## config.mk

```make
export PLATFORM = sky130hd
export DESIGN_NAME = count_capture
export DESIGN_NICKNAME = d
export VERILOG_FILES = /design/src/rtl/count_capture.sv
export SDC_FILE = /design/constraint.sdc
export NUM_CORES = 1
export LEC_CHECK = 0
export CORE_ASPECT_RATIO = 0.75
export CORE_MARGIN = 3
export CORE_UTILIZATION = 60
export DETAILED_ROUTE_END_ITERATION = 16
export DONT_BUFFER_PORTS = 1
export PLACE_DENSITY = 0.74
export SETUP_SLACK_MARGIN = 0.02
export SLEW_MARGIN = 20
export SYNTH_ARGS = -nofsm -noshare
export SYNTH_HDL_FRONTEND = slang
export SYNTH_SLANG_ARGS = --single-unit
```

## constraint.sdc

```tcl
create_clock -name clk -period 3.2 [get_ports clk]
set_clock_uncertainty 0.05 [all_clocks]
set_input_delay 0.48 -clock clk [delete_from_list [all_inputs] [get_ports clk]]
set_output_delay 0.48 -clock clk [all_outputs]
set_load 0.05 [all_outputs]
```

## src/rtl/count_capture.sv

```systemverilog
// count_capture: snapshots the counter value on each capture strobe into a show-ahead FIFO stream.
// Define COUNT_CAPTURE_DELTA_EN to store deltas from the previous accepted capture instead of raw values.
module count_capture #(
  parameter int WIDTH = 8,
  parameter int DEPTH = 4
) (
  input  logic                     clk,
  input  logic                     reset,
  input  logic [WIDTH-1:0]         value,
  input  logic                     capture,
  output logic [WIDTH-1:0]         out_data,
  output logic                     out_valid,
  input  logic                     out_ready,
  output logic                     full,
  output logic [$clog2(DEPTH):0]   level,
  output logic                     overflow
);
  localparam int AW = $clog2(DEPTH);
  localparam logic [AW:0] MAX_LEVEL = DEPTH[AW:0];
  logic [WIDTH-1:0] mem [DEPTH];
  logic [AW-1:0] wr, rd;
  logic push, pop;
  logic [WIDTH-1:0] entry;
  assign out_valid = level != '0;
  assign full = level == MAX_LEVEL;
  assign pop = out_valid & out_ready;
  assign push = capture & (~full | pop);
  assign out_data = mem[rd];
`ifdef COUNT_CAPTURE_DELTA_EN
  logic [WIDTH-1:0] prev;
  assign entry = value - prev;
  always_ff @(posedge clk)
    if (!reset) prev <= '0;
    else if (push) prev <= value;
`else
  assign entry = value;
`endif
  // storage is cleared on reset so out_data reads 0 rather than X
  always_ff @(posedge clk) begin
    if (!reset) begin
      wr <= '0;
      rd <= '0;
      level <= '0;
      overflow <= 1'b0;
      for (int i = 0; i < DEPTH; i++) mem[i] <= '0;
    end else begin
      if (push) begin
        mem[wr] <= entry;
        wr <= wr + AW'(1);
      end
      if (pop) rd <= rd + AW'(1);
      level <= level + {{AW{1'b0}}, push} - {{AW{1'b0}}, pop};
      if (capture & full & ~pop) overflow <= 1'b1;
    end
  end
endmodule

```

==> out/summary.txt, run 1 <==
outcome: finished clean
Detailed Route Iter0 Violations: 75
core footprint: 0.00278 mm^2
crit end category: register
DR pass1 iterations: 4
first-pass GRT wire length: 5580 um
largest net degree at the start of global routing: 16
setup ws final: 0.717 ns
Post-CTS Setup Inserts: 0
CP startpoint kind: register
Clock Latency Late Sink: 0.28 ns
GRT Total Usage: 20.2%
Yosys reg bits: 42
Seq/Total Area, Yosys: 62.0%
max_slew headroom: 41.3%
Synth Area per Inst: 14.4 um^2
pwr/cell area: 831 mW/mm^2
number of antenna repair diodes: 0
Max VDD drop: 0.456 mV
Compound-Gate Fraction of Synth Area: 4.21%
vias per std cell: 6.03
Setup TNS: 0 ns
area delta synth->final: 7.89%
total power: 1.68 mW
Final ANT Viol Nets: 0
fmax: 0.403 GHz
H-tree Lvls: 2
Reg clk slew, reported paths: 0.07 ns
CTS tree: built
final RePlAce weighted congestion: 0.813
HPWL Detailed: 2360 um
CTS Buffer Depth: 2
Max-Cap Viols: 0
HP Class: in -> reg
DRC errors left: 0
routed via count: 1050
Synth Area in Adders: 1.74%
GRT overflow: 0
syn_nets: 144
critical path type: reg -> reg
nets: 151
die height: 54.4 um
hold_buf cts: 0
largest family of logic cells by synthesized area: simple AND/OR/NAND/NOR gates
vias in the first global route: 1092
EDFF count, synth: 32
Final Slew Violations: 0
Place WS: 0.752 ns
# clock sinks: 42
Post-synth top flop: edfxtp_1
Core Rows: 16
Hold Violations, Final: 0
Num CTS Buffers: 5
PortBufs: 0
xor/xnor share of the synthesized area: 1.40%
distinct cell type count after synthesis: 28
WL/cell: 19.2 um
initial antenna violation count: 0
mux contribution to synthesized area: 9.63%
CTS Root Cell: clkbuf_8
cells after synthesis: 130
IO Count: 26
RSZ-0062 raised after global routing: no
Arr. time, crit path: 2.60 ns
Slew @ Worst Pin: 0.877 ns
DRT Wirelength: 3340 um
Critical Path RT: 3.32 ns
Cell Area, Synth: 0.00187 mm^2
die width: 70.5 um
period utilization: 77.6%
Final setup viols: 0
Initial Util: 67.3%
FFs w/ async S/R, synth: 0%
share of cells above drive strength 1: 16.7%
Simple-Gate Fraction of Synth Area: 19.1%
Syn. warnings: 0
worst-path fanout max: 11
Leak: 0.773 nW
Tmin final: 2.48 ns
die area: 0.00383 mm^2
CTS resizes: 0
-- metal layers --
layer  global-route usage, %  wire length, um  up-vias
met5                       0                0        -
met4                    7.96               40        0
met3                    6.06              264        5
met2                    32.6             1580       38
met1                    26.3             1460      514
li1                        -                -      493
-- synthesized netlist by cell type (2+ instances only) --
cell type	n	area share [%]
dfxtp_1	10	11
o21ai_0	2	0.53
nor2_1	9	1.8
and2_1	26	8.7
clkbuf_1	3	0.60
a21o_1	2	0.80
o211ai_1	2	0.80
edfxtp_1	32	51
xor2_1	3	1.4
nor4_2	2	1.3
mux4_2	8	9.6
o31ai_1	2	0.80
and3_1	8	2.7
inv_1	4	0.80
nand2b_1	4	1.3
-- worst max-delay path: stages (launching register included) --
cell,delay [ns]
dfxtp_1,0.32
buf_4,0.22
nor4b_4,0.47
nor2_1,0.27
a21o_1,0.24
ha_1,0.17
inv_1,0.07
fa_1,0.17
xor2_1,0.18
and2_1,0.16
nor3_1,0.04
-- logic make-up after synthesis --
logic type,after synthesis
simple gates,55
flops,42
buf+inv,9
compound gates,11
fa+ha+maj,2
xor+xnor,3
mux,8
-- path summary, 6_finish.rpt --
path	startpoint	end	slack (ns)	cells after the start
worst max-delay path	level[2]	level[2]	0.72	10
worst min-delay path	reset	level[0]	0.29	1
worst max register to register	level[2]	level[2]	0.72	10
worst min register to register	rd[0]	rd[0]	0.49	2
-- power breakdown --
| group | switching [mW] | internal [mW] |
|---|---|---|
| sequential | 0.0763 | 0.672 |
| combinational | 0.428 | 0.182 |
| clock | 0.165 | 0.155 |
-- placed cells by master, fill, tap and decap left out, types with 3 or more instances in the layout --
master and instances:
clkbuf_1 3, xor2_1 3, inv_1 4, nand2b_1 4, edfxtp_1 32, clkbuf_8 5, and2_1 26, and3_1 8
mux4_2 8, nor2_1 9, buf_4 5, dfxtp_1 10
-- per-stage QoR --
stage	hold slack, ns	utilization [%]	instance area [um^2]	instances
final	0.286	72.6	2020	174
after global routing	0.288	72.6	2020	174
after CTS	0.278	72.6	2020	174
after detailed placement	0.471	69.7	1940	166
after global placement	0.459	69.7	1940	166
after floorplan	0.435	-	1870	130
-- layout make-up --
| cell class | instances | area, um^2 |
|---|---|---|
| fill | 195 | 763 |
| sequential | 42 | 1160 |
| multi-input combinational | 79 | 681 |
| tap | 36 | 45.0 |
| inverter | 4 | 15.0 |
| clock buffer | 8 | 80.1 |
| timing repair buffer | 5 | 37.5 |
-- sequential cells by signal, summed over array words and instances, names as in the netlist, named ones only --
name	cells
rd	2
level	3
mem	32
wr	2
overflow	1
(Power assumes the default switching activity.)
==> run 2: changes to the inputs <==
Settings changed: CORE_UTILIZATION 60 to 55, PLACE_DENSITY 0.74 to 0.71.
Clock period 3.2 ns to 2.2 ns, I/O delays scaled along.
==> run 2 against run 1 <==
Setup slack got worse by 0.51 ns. Largest cell class unchanged. Routed wire length grew 5.3%. Global-route usage fell by 0.69 points. Core utilization is 4.8 points lower. Highest routed layer unchanged. Critical path type unchanged.
==> out/summary.txt, run 2 (synthesis gave the netlist of run 1 again) <==
WL met1: 1550 um (was 1460 um)
CTS tree: built (unchanged)
Hold Violations, Final: 0 (unchanged)
routed wl met3: 269 um (was 264 um)
R2R setup slack: 0.20 ns (was 0.72 ns)
PortBufs: 0 (unchanged)
die area: 0.00415 mm^2 (was 0.00383 mm^2)
commonest non-fill, non-tap cell in the layout: edfxtp_1 (unchanged)
initial antenna violation count: 0 (unchanged)
Critical Path RT: 2.35 ns (was 3.32 ns)
# clock sinks: 42 (unchanged)
share of cells above drive strength 1: 23.4% (was 16.7%)
crit end category: register (unchanged)
nets: 158 (was 151)
metal2 WL: 1660 um (was 1580 um)
vias in the first global route: 1099 (was 1092)
Initial Util: 60.7% (was 67.3%)
CP startpoint kind: register (unchanged)
GRT overflow: 0 (unchanged)
Num CTS Buffers: 5 (unchanged)
Top Layer Used: met4 (unchanged)
biggest regs: mem (32), level (3) (unchanged)
Post-CTS Setup Inserts: 0 (unchanged)
IO Count: 26 (unchanged)
number of antenna repair diodes: 0 (unchanged)
die width: 73.4 um (was 70.5 um)
HP Class: in -> reg (unchanged)
Biggest register: mem (unchanged)
worst-path fanout max: 4 (was 11)
WHS: 0.122 ns (was 0.286 ns)
period utilization: 90.7% (was 77.6%)
fin cells: 183 (was 174)
Place WS: 0.129 ns (was 0.752 ns)
outcome: finished clean (unchanged)
critical path type: reg -> reg (unchanged)
Final Slew Violations: 0 (unchanged)
Detailed Route Iter0 Violations: 112 (was 75)
most frequent cells in the layout: edfxtp_1 (32), and2_1 (26), buf_4 (12) (was edfxtp_1 (32), and2_1 (26), dfxtp_1 (10))
first-pass GRT wire length: 5960 um (was 5580 um)
H-tree Lvls: 2 (unchanged)
Reg clk slew, reported paths: 0.07 ns (about the same)
max_slew headroom: 58.9% (was 41.3%)
Max VDD drop: 0.724 mV (was 0.456 mV)
CTS Root Cell: clkbuf_8 (unchanged)
reg2reg path depth: 8 (was 10)
post-place instance area: 0.00201 mm^2 (was 0.00194 mm^2)
fmax: 0.501 GHz (was 0.403 GHz)
Clock Latency Late Sink: 0.28 ns (about the same)
largest net degree at the start of global routing: 16 (unchanged)
DRC errors left: 0 (unchanged)
Final Instance Area: 0.00209 mm^2 (was 0.00202 mm^2)
DR pass1 iterations: 4 (unchanged)
vias per std cell: 5.95 (was 6.03)
Leak: 0.812 nW (was 0.773 nW)
Arr. time, crit path: 2.15 ns (was 2.60 ns)
DRT Wirelength: 3520 um (was 3340 um)
Final ANT Viol Nets: 0 (unchanged)
HPWL Detailed: 2480 um (was 2360 um)
Slew @ Worst Pin: 0.610 ns (was 0.877 ns)
Max-Cap Viols: 0 (unchanged)
Core Rows: 17 (was 16)
GRT Total Usage: 19.5% (was 20.2%)
Hold Path Depth: 1 (unchanged)
CTS Buffer Depth: 2 (unchanged)
Tmin final: 2.00 ns (was 2.48 ns)
Fillers: 213 (was 195)
RSZ-0062 raised after global routing: no (unchanged)
pwr/cell area: 1200 mW/mm^2 (was 831 mW/mm^2)
WL/cell: 19.2 um (about the same)
area delta synth->final: 11.7% (was 7.89%)
hold_buf cts: 0 (unchanged)
final RePlAce weighted congestion: 0.769 (was 0.813)
placed cells: 175 (was 166)
Setup TNS: 0 ns (unchanged)
routed via count: 1089 (was 1050)
Final setup viols: 0 (unchanged)
setup ws final: 0.204 ns (was 0.717 ns)
die height: 56.5 um (was 54.4 um)
max FFs per register: 32 (unchanged)
core footprint: 0.00308 mm^2 (was 0.00278 mm^2)
-- run 2: cell count changes in the layout (fill, tap and decap cells not counted) --
cell     before  now
o31ai_2       0    1
o31ai_1       2    1
dfxtp_1      10    7
buf_4         5   12
dfxtp_4       0    3
-- run 2: area by class of cell --
class	count	area, um^2	area share [%]
clock buffers	8	80.1	3.83
inverters	4	15.0	0.718
multi-input cells	79	686	32.8
flip-flops and latches	42	1170	56.1
well taps	38	47.5	2.27
repair buffers	12	90.1	4.31
-- run 2: critical path, cell delays in order (launching register included) --
cell	delay, ns
dfxtp_4	0.36
o31ai_2	0.35
a21o_1	0.17
ha_1	0.13
inv_1	0.05
fa_1	0.38
xor2_1	0.16
and2_1	0.15
nor3_1	0.11
-- run 2: power breakdown --
| part | total (mW) | switching [mW] | internal, mW |
|---|---|---|---|
| Combinational | 0.964 | 0.659 | 0.305 |
| Sequential | 1.09 | 0.0965 | 0.993 |
| Clock | 0.456 | 0.231 | 0.225 |
-- run 2: through the flow --
| stage | util [%] | power, mW |
|---|---|---|
| 2_1_floorplan | - | 1.87 |
| 3_3_place_gp | 65.0 | 2.04 |
| 3_5_place_dp | 65.0 | 2.07 |
| 4_1_cts | 67.6 | 2.52 |
| 5_1_grt | 67.8 | 2.64 |
| 6_report | 67.8 | 2.51 |
-- run 2: repair_timing --
| action | CTS | global route |
|---|---|---|
| endpoints found under the setup margin | 0 | 1 |
| resized for setup | 0 | 1 |
| endpoints found under the hold margin | 0 | 0 |
-- run 2: final timing paths --
kind | startpoint | end
worst max-delay path | level[2] | level[2]
worst min-delay path | reset | level[0]
worst max register to register | level[2] | level[2]
worst min register to register | rd[1] | register
-- run 2: per-layer routing --
layer / vias up / global-route usage, %
met5: - / 0
met4: 0 / 4.91
met3: 6 / 6.26
met2: 37 / 27.5
met1: 534 / 29.2
li1: 512 / -
